File: config.mk
export PLATFORM = sky130hd
export DESIGN_NAME = regfile_write_arbiter
export DESIGN_NICKNAME = d
export VERILOG_FILES = /design/src/rtl/regfile_write_arbiter.sv
export SDC_FILE = /design/constraint.sdc
export NUM_CORES = 1
export LEC_CHECK = 0
export CAP_MARGIN = 20
export CORE_MARGIN = 8
export CORE_UTILIZATION = 45
export CTS_CLUSTER_SIZE = 14
export DETAILED_ROUTE_END_ITERATION = 7
export GPL_TIMING_DRIVEN = 0
export PLACE_DENSITY_LB_ADDON = 0.1
export SLEW_MARGIN = 10
export SYNTH_ARGS = -nofsm -noshare
export SYNTH_HDL_FRONTEND = slang
export SYNTH_SLANG_ARGS = --single-unit
File: constraint.sdc
create_clock -name clk -period 4.7 [get_ports clk]
set_input_delay 0.47 -clock clk [delete_from_list [all_inputs] [get_ports clk]]
set_output_delay 0.47 -clock clk [all_outputs]
set_load 0.01 [all_outputs]
File: src/rtl/regfile_write_arbiter.sv
// regfile_write_arbiter: two writeback FIFOs, round-robin arbitrated onto the
// single register-file write port through a registered output stage.
module regfile_write_arbiter #(
    parameter int DEPTH = 2,
    parameter int CNT_W = 16
) (
    input  logic             clk,
    input  logic             rst,
    input  logic             req0_valid,
    input  logic [4:0]       req0_reg,
    input  logic [31:0]      req0_data,
    output logic             req0_ready,
    input  logic             req1_valid,
    input  logic [4:0]       req1_reg,
    input  logic [31:0]      req1_data,
    output logic             req1_ready,
    output logic [4:0]       write_reg,
    output logic [31:0]      write_data,
    output logic             reg_write,
    output logic [31:0]      pending_mask,
    output logic [CNT_W-1:0] write_count
);
    localparam int AW = $clog2(DEPTH);

    logic [4:0]  f_reg  [2][DEPTH];
    logic [31:0] f_data [2][DEPTH];
    logic [AW-1:0] rd [2];
    logic [AW-1:0] wr [2];
    logic [AW:0]   cnt [2];
    logic [4:0]  in_reg [2];
    logic [31:0] in_data [2];
    logic [4:0]  head_reg [2];
    logic [31:0] head_data [2];
    logic [1:0] in_valid, ready, avail, push, grant, store, adv;
    logic last_grant, sel, pop, wen;

    assign req0_ready = ready[0];
    assign req1_ready = ready[1];

    always_comb begin
        in_valid = {req1_valid, req0_valid};
        in_reg = '{req0_reg, req1_reg};
        in_data = '{req0_data, req1_data};
        ready = '0;
        avail = '0;
        push = '0;
        grant = '0;
        store = '0;
        adv = '0;
        for (int i = 0; i < 2; i++) begin
            ready[i] = cnt[i] < (AW+1)'(DEPTH);
            avail[i] = cnt[i] != '0 || in_valid[i];
            push[i] = in_valid[i] && ready[i];
            // An empty FIFO presents its incoming entry so it can reach the port at the push edge.
            head_reg[i] = cnt[i] != '0 ? f_reg[i][rd[i]] : in_reg[i];
            head_data[i] = cnt[i] != '0 ? f_data[i][rd[i]] : in_data[i];
        end
        pop = |avail;
        sel = &avail ? ~last_grant : avail[1];
        wen = pop && head_reg[sel] != '0;
        for (int i = 0; i < 2; i++) begin
            grant[i] = pop && sel == 1'(i);
            store[i] = push[i] && !(cnt[i] == '0 && grant[i]);
            adv[i] = grant[i] && cnt[i] != '0;
        end
        pending_mask = reg_write ? 32'(1) << write_reg : '0;
        for (int i = 0; i < 2; i++)
            for (int j = 0; j < DEPTH; j++)
                if ((AW+1)'(j) < cnt[i])
                    pending_mask[f_reg[i][rd[i] + AW'(j)]] = 1'b1;
        pending_mask[0] = 1'b0;
    end

    always_ff @(posedge clk) begin
        for (int i = 0; i < 2; i++) begin
            if (store[i]) begin
                f_reg[i][wr[i]] <= in_reg[i];
                f_data[i][wr[i]] <= in_data[i];
            end
        end
    end

    always_ff @(posedge clk or posedge rst) begin
        if (rst) begin
            for (int i = 0; i < 2; i++) begin
                rd[i] <= '0;
                wr[i] <= '0;
                cnt[i] <= '0;
            end
            last_grant <= 1'b1;
            reg_write <= 1'b0;
            write_reg <= '0;
            write_data <= '0;
            write_count <= '0;
        end else begin
            for (int i = 0; i < 2; i++) begin
                if (store[i]) wr[i] <= wr[i] + 1'b1;
                if (adv[i]) rd[i] <= rd[i] + 1'b1;
                cnt[i] <= cnt[i] + (AW+1)'(store[i]) - (AW+1)'(adv[i]);
            end
            if (pop) begin
                last_grant <= sel;
                write_reg <= head_reg[sel];
                write_data <= head_data[sel];
            end
            reg_write <= wen;
            if (wen) write_count <= write_count + 1'b1;
        end
    end
endmodule

==> impl_metrics.env, run 1 <==
export IMPL_critPathSlowestCell="clkdlybuf4s50_1"
export IMPL_synth_xor_area_share=0.0197
export IMPL_ys_warn_count=0
export IMPL_overflow=0
export IMPL_cpLargestDelayFamily="buffers and inverters"
export IMPL_synth_ff_latch_count=211
export IMPL_core_um2=22500
export IMPL_seqPwrFrac=0.333
export IMPL_start_util=0.455
export IMPL_period_minus_slack_ns=4.17
export IMPL_vias=8083
export IMPL_crit_path_frequent_cell="buf_2"
export IMPL_synth_compound_area_share=0.145
export IMPL_cts_hold_fix_buffers=0
export IMPL_p_clk_frac=0.194
export IMPL_endpoint_kind="primary output"
export IMPL_synthCells=868
export IMPL_grt_pass1_wl_mm=46.7
export IMPL_slew_headroom=0.434
export IMPL_antenna_cells=0
export IMPL_p_sw_frac=0.390
export IMPL_switchingPower_w=0.00334
export IMPL_rows=55
export IMPL_finalSetupTns_ns=0
export IMPL_ioPinCount=166
export IMPL_synthSimpleGateAreaFrac=0.116
export IMPL_critPathRequiredTime_ns=4.23
export IMPL_syn_avg_cell_area_um2=11.8
export IMPL_total_power_w=0.00858
export IMPL_clkTransAtPathRegs_ns=0.06
export IMPL_synthAdderAreaFrac=0.00611
export IMPL_timing_rr_end="cnt[3]"
export IMPL_max_cap_viol_count=0
export IMPL_synth_top_family_by_area="compound AO/OA/AOI/OAI gates"
export IMPL_area_delta_synth_final_pct=27.6
export IMPL_vias_per_cell=5.93
export IMPL_wl_per_cell_um=22.1
export IMPL_async_reset_ff_frac=0.299
export IMPL_crit_fanout=10
export IMPL_final_nets=1145
export IMPL_combPwrFrac=0.473
export IMPL_dp_cells=1322
export IMPL_cellLeakagePower_nw=4.94
export IMPL_reg2reg_depth=11
export IMPL_cts_inserted_buffers=23
export IMPL_worstSetupPathType="reg -> out"
export IMPL_layout_common_cells="clkdlybuf4s50_1, edfxtp_1, mux2i_1"
export IMPL_synth_distinct_cells=59
export IMPL_drc_errors=0
export IMPL_rrSetupSlack_ns=1.75
export IMPL_whs_ns=0.201
export IMPL_final_common_cell="clkdlybuf4s50_1"
export IMPL_cellPowerDensity_nw_per_um2=657
export IMPL_first_iter_violations=577
export IMPL_internal_power_w=0.00523
export IMPL_rsz0062_at_grt="no"
export IMPL_clock_skew_ns=0.0167
export IMPL_synth_edf_count=148
export IMPL_grt_antenna_before_repair=0
export IMPL_synth_mux_area_frac=0.0935
export IMPL_seq_area_frac_synth=0.588
export IMPL_port_buffer_count=164
export IMPL_grt_start_max_net_pins=56
export IMPL_die_h_um=167
export IMPL_post_cts_setup_buffers=0
export IMPL_cts_sinks=211
export IMPL_start_kind="register"
export IMPL_ir_drop_v=0.000337
export IMPL_fin_crit_sh=0.887
export IMPL_drive_gt1_frac=0.0834
export IMPL_crit_arrival_ns=3.70
export IMPL_setup_viol=0
export IMPL_max_stage_delay_ns=0.56
export IMPL_cts_root_buf="clkbuf_16"
export IMPL_die_w_um=167
export IMPL_hold_path_class="in -> async"
export IMPL_r2r_start="cnt[3]"
export IMPL_largest_register_ff_count=128
export IMPL_hold_viol_final=0
export IMPL_max_freq_mhz=240
export IMPL_cts_tree="done"
export IMPL_fillers=1887
export IMPL_syn_area_um2=10200
export IMPL_final_cells=1364
export IMPL_htree_levels=1
export IMPL_first_pass_iters=8
export IMPL_yosys_most_used_dff="edfxtp_1"
export IMPL_cts_max_path_buffers=3
export IMPL_status="completed"
export IMPL_synth_net_count=951
export IMPL_worstMarginPinSlew_ns=0.845
export IMPL_ant_nets=0
export IMPL_clock_latency_ns=0.52
export IMPL_grt_pass1_vias=8104
export IMPL_wl_mm=30.2
export IMPL_dp_hpwl_mm=21.2
export IMPL_gp_congestion=0.920
export IMPL_slew_violations=0
export IMPL_cp_buffers_inverters=5
export IMPL_cts_resized=0
export IMPL_dieArea_um2=27800
export IMPL_grt_usage=0.209
export IMPL_path_cells="buf_2 -> buf_2 -> buf_1 -> buf_2 -> a21oi_1 -> nor2_1 -> a22oi_1 -> nand3_1 -> clkdlybuf4s50_1"
-- layout make-up --
cell class / count / area, µm² / area share
Buffer: 52 / 229 / 0.0175
Clock inverter: 11 / 72.6 / 0.00556
Multi-Input combinational cell: 581 / 3930 / 0.300
Clock buffer: 31 / 616 / 0.0471
Timing Repair Buffer: 169 / 1750 / 0.134
Tap cell: 285 / 357 / 0.0273
Sequential cell: 211 / 6020 / 0.461
Inverter: 24 / 92.6 / 0.00709
-- synth_stat cells (all sizes together) (4+ instances only) --
| library cell | instances | area (µm²) |
|---|---|---|
| a21oi | 47 | 235 |
| a221oi | 24 | 228 |
| a22oi | 56 | 420 |
| a31oi | 5 | 31.3 |
| a32oi | 5 | 43.8 |
| and2 | 6 | 37.5 |
| and3 | 5 | 31.3 |
| buf | 24 | 124 |
| clkbuf | 28 | 105 |
| dfrtp | 62 | 1550 |
| edfxtp | 148 | 4440 |
| ha | 5 | 62.6 |
| inv | 24 | 90.1 |
| mux2 | 15 | 176 |
| mux2i | 78 | 781 |
| nand2 | 66 | 248 |
| nand2b | 4 | 25.0 |
| nand3 | 33 | 165 |
| nand3b | 5 | 37.5 |
| nand4 | 4 | 25.0 |
| nor2 | 76 | 288 |
| nor2b | 6 | 37.5 |
| nor3 | 21 | 115 |
| nor3b | 8 | 60.1 |
| o21ai | 9 | 45.0 |
| o221ai | 5 | 43.8 |
| o22ai | 39 | 244 |
| or3b | 5 | 43.8 |
| xnor2 | 8 | 70.1 |
| xor2 | 15 | 131 |
-- cells by family (layout without fill, tap and decap cells) --
kind of cell	Yosys count	count (layout)
other	1	1
flip-flops	211	211
multiplexers	93	93
adder cells (fa/ha/maj)	5	5
AND/OR/NAND/NOR	249	249
buffers and inverters	76	287
AO/OA/AOI/OAI	210	210
XOR/XNOR	23	23
-- power by group through the flow --
stage                     registers (W)  logic [W]  clock network (W)
final                           0.00285    0.00406            0.00166
after global routing            0.00290    0.00439            0.00177
after CTS                       0.00285    0.00407            0.00169
after detailed placement        0.00288    0.00405                  0
after global placement          0.00290    0.00396                  0
after floorplan                 0.00291    0.00234                  0
-- how the worst max path moves through the flow --
| stage | slack, ns | depth (start not counted) | from | endpoint |
|---|---|---|---|---|
| after detailed placement | 1.08 | 9 | rd[1] | pending_mask[4] |
| final | 0.53 | 9 | rd[1] | pending_mask[4] |
| after global placement | -0.76 | 6 | req1_valid | f_data[0][58] |
| after floorplan | 1.31 | 6 | cnt[1] | f_data[0][0] |
| after CTS | 0.51 | 9 | rd[1] | pending_mask[4] |
| after global routing | 0.33 | 9 | rd[0] | pending_mask[7] |
-- per-layer routing --
layer  GRT usage  wire length [µm]
met5           0                 0
met4      0.0447               471
met3      0.0418              2120
met2       0.344             14100
met1       0.282             13500
-- worst register-to-register path, cell delays in order, from the launching register on --
cell and delay [ns]:
dfrtp_1 0.36, buf_2 0.18, or2_1 0.29, buf_2 0.22
o21ai_1 0.38, clkbuf_1 0.53, inv_1 0.11, ha_1 0.30
inv_1 0.04, ha_1 0.18, xnor2_1 0.16, xnor2_1 0.13
-- through the flow --
step                instance area (µm²)  worst slack (ns)   util
floorplan                         10200              1.31      -
global placement                  12200            -0.764  0.544
detailed placement                12400              1.08  0.550
CTS                               13100             0.507  0.580
global route                      13100             0.330  0.580
finish                            13100             0.533  0.580
(Power assumes the default switching activity.)
==> inputs of run 2 (changes only) <==
Settings changed: GPL_TIMING_DRIVEN 0 to unset.
==> run 2 against run 1 <==
  * Clock power is 16% higher
  * Sequential share of layout area is 0.25 points higher
  * Combinational power is 6.9% lower
  * First-iteration DRC count is 23% higher
  * Global-route usage is 0.79 points lower
  * Largest cell class unchanged
==> impl_metrics.env, run 2 (same netlist as run 1, synthesis figures left out) <==
export IMPL_whs_ns=0.381
export IMPL_wl_met3_mm=2.01
export IMPL_final_nets=1104
export IMPL_slew_headroom=0.375
export IMPL_cellLeakagePower_nw=4.93
export IMPL_clkTransAtPathRegs_ns=0.06
export IMPL_final_common_cell="clkdlybuf4s50_1"
export IMPL_grt_start_max_net_pins=47
export IMPL_cts_root_buf="clkbuf_16"
export IMPL_gp_congestion=0.992
export IMPL_max_cap_viol_count=0
export IMPL_clock_skew_ns=0.0162
export IMPL_first_iter_violations=707
export IMPL_grt_pass1_vias=7902
export IMPL_grt_pass1_wl_mm=45.0
export IMPL_cts_inserted_buffers=23
export IMPL_dp_hpwl_mm=20.3
export IMPL_ioPinCount=166
export IMPL_crit_fanout=33
export IMPL_hold_viol_final=0
export IMPL_vias_per_cell=5.93
export IMPL_grt_antenna_before_repair=0
export IMPL_endpoint_kind="primary output"
export IMPL_post_cts_setup_buffers=0
export IMPL_wl_per_cell_um=21.7
export IMPL_ir_drop_v=0.000311
export IMPL_cellPowerDensity_nw_per_um2=669
export IMPL_slew_violations=0
export IMPL_rsz0062_at_grt="no"
export IMPL_htree_levels=1
export IMPL_rows=55
export IMPL_wl_met1_mm=12.6
export IMPL_hold_path_class="in -> async"
export IMPL_drc_errors=0
export IMPL_crit_arrival_ns=3.43
export IMPL_area_delta_synth_final_pct=27.0
export IMPL_ant_nets=0
export IMPL_drive_gt1_frac=0.0906
export IMPL_top_layer="met4"
export IMPL_antenna_cells=0
export IMPL_worstMarginPinSlew_ns=0.938
export IMPL_vias=7839
export IMPL_cts_max_path_buffers=3
export IMPL_die_h_um=167
export IMPL_layout_common_cells="clkdlybuf4s50_1, edfxtp_1, mux2i_1"
export IMPL_critPathRequiredTime_ns=4.23
export IMPL_core_um2=22500
export IMPL_start_kind="register"
export IMPL_port_buffer_count=164
export IMPL_overflow=0
export IMPL_setup_viol=0
export IMPL_wl_mm=28.8
export IMPL_cts_resized=0
export IMPL_reg2reg_depth=7
export IMPL_dieArea_um2=27800
export IMPL_cts_hold_fix_buffers=0
export IMPL_worstSetupPathType="reg -> out"
export IMPL_first_pass_iters=5
export IMPL_finalSetupTns_ns=0
export IMPL_cts_tree="done"
export IMPL_cts_sinks=211
export IMPL_grt_usage=0.201
export IMPL_max_freq_mhz=257
export IMPL_fin_crit_sh=0.829
export IMPL_start_util=0.455
export IMPL_wl_met2_mm=13.6
export IMPL_status="completed"
export IMPL_clock_latency_ns=0.52
export IMPL_die_w_um=167
export IMPL_largest_register_ff_count=128
export IMPL_period_minus_slack_ns=3.90
-- run 2: cell types whose count changed in the layout (fill, tap and decap cells not counted), sizes merged --
cell,change
bufinv,+4
buf,-13
clkbuf,-28
clkinv,-5
clkinvlp,+1
-- run 2: power breakdown --
group	switching [W]	internal, W
clock	0.000724	0.00119
sequential	0.000452	0.00254
combinational	0.00209	0.00170
total	0.00326	0.00543
-- run 2: metal layers --
| layer | track usage | vias up |
|---|---|---|
| met5 | 0 | - |
| li1 | - | 3632 |
| met1 | 0.273 | 3826 |
| met3 | 0.0338 | 45 |
| met2 | 0.331 | 336 |
| met4 | 0.0490 | 0 |
-- run 2: final timing paths --
kind	slack, ns	startpoint	to
min in group clk	0.48	write_count[14]	write_count[14]
worst min-delay path	0.38	rst	write_data[5]
worst max-delay path	0.80	rd[0]	pending_mask[1]
worst min register to register	0.48	write_count[14]	write_count[14]
worst max register to register	1.28	rd[0]	write_count[1]
max in group asynchronous	3.34	rst	rd[1]
-- run 2: critical path: stages (launching register included) --
cell and delay [ns]:
dfrtp_2 0.87, buf_4 0.43, mux2i_1 0.45, nand2_1 0.18, o22ai_1 0.17, a31oi_1 0.06, o221ai_1 0.13, clkdlybuf4s50_1 0.59
-- run 2: per-stage QoR --
stage | setup WS, ns | area [µm²] | total power [W] | std cells | utilization
after detailed placement | 1.20 | 12200 | 0.00680 | 1281 | 0.541
after global placement | 1.25 | 12200 | 0.00677 | 1281 | 0.541
final | 0.803 | 13000 | 0.00870 | 1323 | 0.578
after global routing | 0.624 | 13000 | 0.00920 | 1323 | 0.578
after CTS | 0.834 | 13000 | 0.00875 | 1323 | 0.578
after floorplan | 1.31 | 10200 | 0.00525 | 868 | -
-- run 2: final cells by class --
cell class                 count  area [µm²]
fill                        1877        9510
sequential                   211        6020
multi-input combinational    581        3940
timing repair buffer         180        1760
clock buffer                  31         646
tap                          285         357
clock inverter                11         179
inverter                      24        90.1
==> inputs of run 3 (changes only) <==
Clock period 4.7 ns to 3.8 ns, I/O delays scaled along.
==> run 3 against run 2 <==
  * The flow now finishes with violations (design-rule violations)
  * Clock power grew 9.9%
  * Clock skew increased by 0.012 ns
  * Combinational power up 26%
  * Register-to-register slack worse by 0.50 ns
  * Design area is 0.31% lower
  * Flip-flop and latch count unchanged
  * Worst hold slack improved by 0.085 ns
  * Power up 21%
  * Count of clock-buffer cells in the layout stayed put
  * Via count fell by 0.22%
  * Utilization down 0.18 points
  * Largest cell class unchanged
  * Largest power group unchanged
==> impl_metrics.env, run 3 (same netlist as run 1, synthesis figures left out) <==
export IMPL_ir_drop_v=0.000423
export IMPL_ant_nets=0
export IMPL_cp_buffers_inverters=2
export IMPL_hold_viol_final=0
export IMPL_hold_path_class="reg -> reg"
export IMPL_final_nets=1104
export IMPL_cts_inserted_buffers=22
export IMPL_grt_busiest_layer="met2"
export IMPL_clkTransAtPathRegs_ns=0.06
export IMPL_slew_headroom=0.382
export IMPL_first_pass_iters=8
export IMPL_cts_tree="done"
export IMPL_gp_congestion=0.957
export IMPL_cts_max_path_buffers=3
export IMPL_die_w_um=167
export IMPL_grt_start_max_net_pins=64
export IMPL_die_h_um=167
export IMPL_vias=7822
export IMPL_fin_crit_sh=0.957
export IMPL_rsz0062_at_grt="no"
export IMPL_cpLargestDelayFamily="buffers and inverters"
export IMPL_setup_viol=0
export IMPL_finalSetupTns_ns=0
export IMPL_wl_per_cell_um=22.0
export IMPL_overflow=0
export IMPL_wl_mm=29.0
export IMPL_use_met1=0.267
export IMPL_largest_register_ff_count=128
export IMPL_post_route_util=0.576
export IMPL_slew_violations=0
export IMPL_start_util=0.455
export IMPL_dp_hpwl_mm=19.9
export IMPL_core_um2=22500
export IMPL_grt_usage=0.202
export IMPL_max_freq_mhz=275
export IMPL_dieArea_um2=27800
export IMPL_htree_levels=1
export IMPL_vias_per_cell=5.92
export IMPL_path_cells="mux2_2 -> nand2b_1 -> nor2_1 -> inv_1 -> o22ai_1 -> a211o_1 -> clkdlybuf4s50_1"
export IMPL_whs_ns=0.466
export IMPL_cts_hold_fix_buffers=0
export IMPL_final_common_cell="clkdlybuf4s50_1"
export IMPL_rrSetupSlack_ns=0.78
export IMPL_drive_gt1_frac=0.0868
export IMPL_worstMarginPinSlew_ns=0.926
export IMPL_max_stage_delay_ns=0.67
export IMPL_cts_root_buf="clkbuf_16"
export IMPL_gr_usage_met2=0.335
export IMPL_layout_common_cells="clkdlybuf4s50_1, edfxtp_1, mux2i_1"
export IMPL_cts_resized=0
export IMPL_port_buffer_count=164
export IMPL_cellLeakagePower_nw=4.90
export IMPL_first_iter_violations=694
export IMPL_max_cap_viol_count=0
export IMPL_clock_latency_ns=0.52
export IMPL_grt_pass1_wl_mm=45.2
export IMPL_crit_fanout=29
export IMPL_post_cts_setup_buffers=0
export IMPL_crit_arrival_ns=3.26
export IMPL_clock_skew_ns=0.0278
export IMPL_critPathSlowestCell="dfrtp_2"
export IMPL_grt_antenna_before_repair=0
export IMPL_status="finished, violations left"
export IMPL_worstSetupPathType="reg -> out"
export IMPL_ioPinCount=166
export IMPL_grt_pass1_vias=7757
export IMPL_cellPowerDensity_nw_per_um2=814
export IMPL_rows=55
export IMPL_critPathRequiredTime_ns=3.42
export IMPL_start_kind="register"
export IMPL_endpoint_kind="primary output"
export IMPL_grtUsageMet3=0.0444
export IMPL_antenna_cells=0
export IMPL_cts_sinks=211
export IMPL_period_minus_slack_ns=3.64
export IMPL_area_delta_synth_final_pct=26.6
export IMPL_violations="design-rule violations"
export IMPL_drc_errors=16
-- run 3: cell types whose count changed in the layout (fill, tap and decap cells not counted), sizes merged --
cell,before,now
clkinv,5,7
bufinv,4,1
buf,16,17
inv,25,24
-- run 3: worst paths after layout --
| kind | startpoint | end | cells past startpoint |
|---|---|---|---|
| max in group asynchronous | rst | rd[1] | 3 |
| worst min register to register | write_count[15] | write_count[15] | 1 |
| worst min-delay path | write_count[15] | write_count[15] | 1 |
| worst max-delay path | rd[1] | pending_mask[2] | 7 |
| min in group asynchronous | rst | write_data[5] | 3 |
| worst max register to register | rd[0] | write_count[1] | 6 |
-- run 3: per-stage QoR --
step	instances	power, W	setup WS [ns]	instance area (µm²)
final	1322	0.0106	0.164	13000
after global routing	1322	0.0112	0.0501	13000
after CTS	1322	0.0106	0.250	13000
after detailed placement	1282	0.00848	0.668	12200
after global placement	1282	0.00844	0.701	12200
after floorplan	868	0.00649	0.415	10200
-- run 3: metal layers --
layer | vias to the layer above | wire length (µm)
met4 | 0 | 399
met2 | 299 | 13900
met3 | 37 | 1990
met1 | 3856 | 12800
met5 | - | 0
li1 | 3630 | -
-- run 3: area by class of cell --
cell class	instances	area [µm²]
clock buffers	31	634
clock inverters	9	92.6
fillers	1819	9550
inverters	24	90.1
multi-input cells	581	3940
flip-flops and latches	211	6020
well taps	285	357
repair buffers	181	1820
-- run 3: power breakdown --
group | switching (W) | internal, W | leakage (nW)
Clock | 0.000868 | 0.00124 | 0.352
Sequential | 0.000532 | 0.00314 | 2.11
Combinational | 0.00263 | 0.00213 | 2.43
Total | 0.00403 | 0.00652 | 4.90
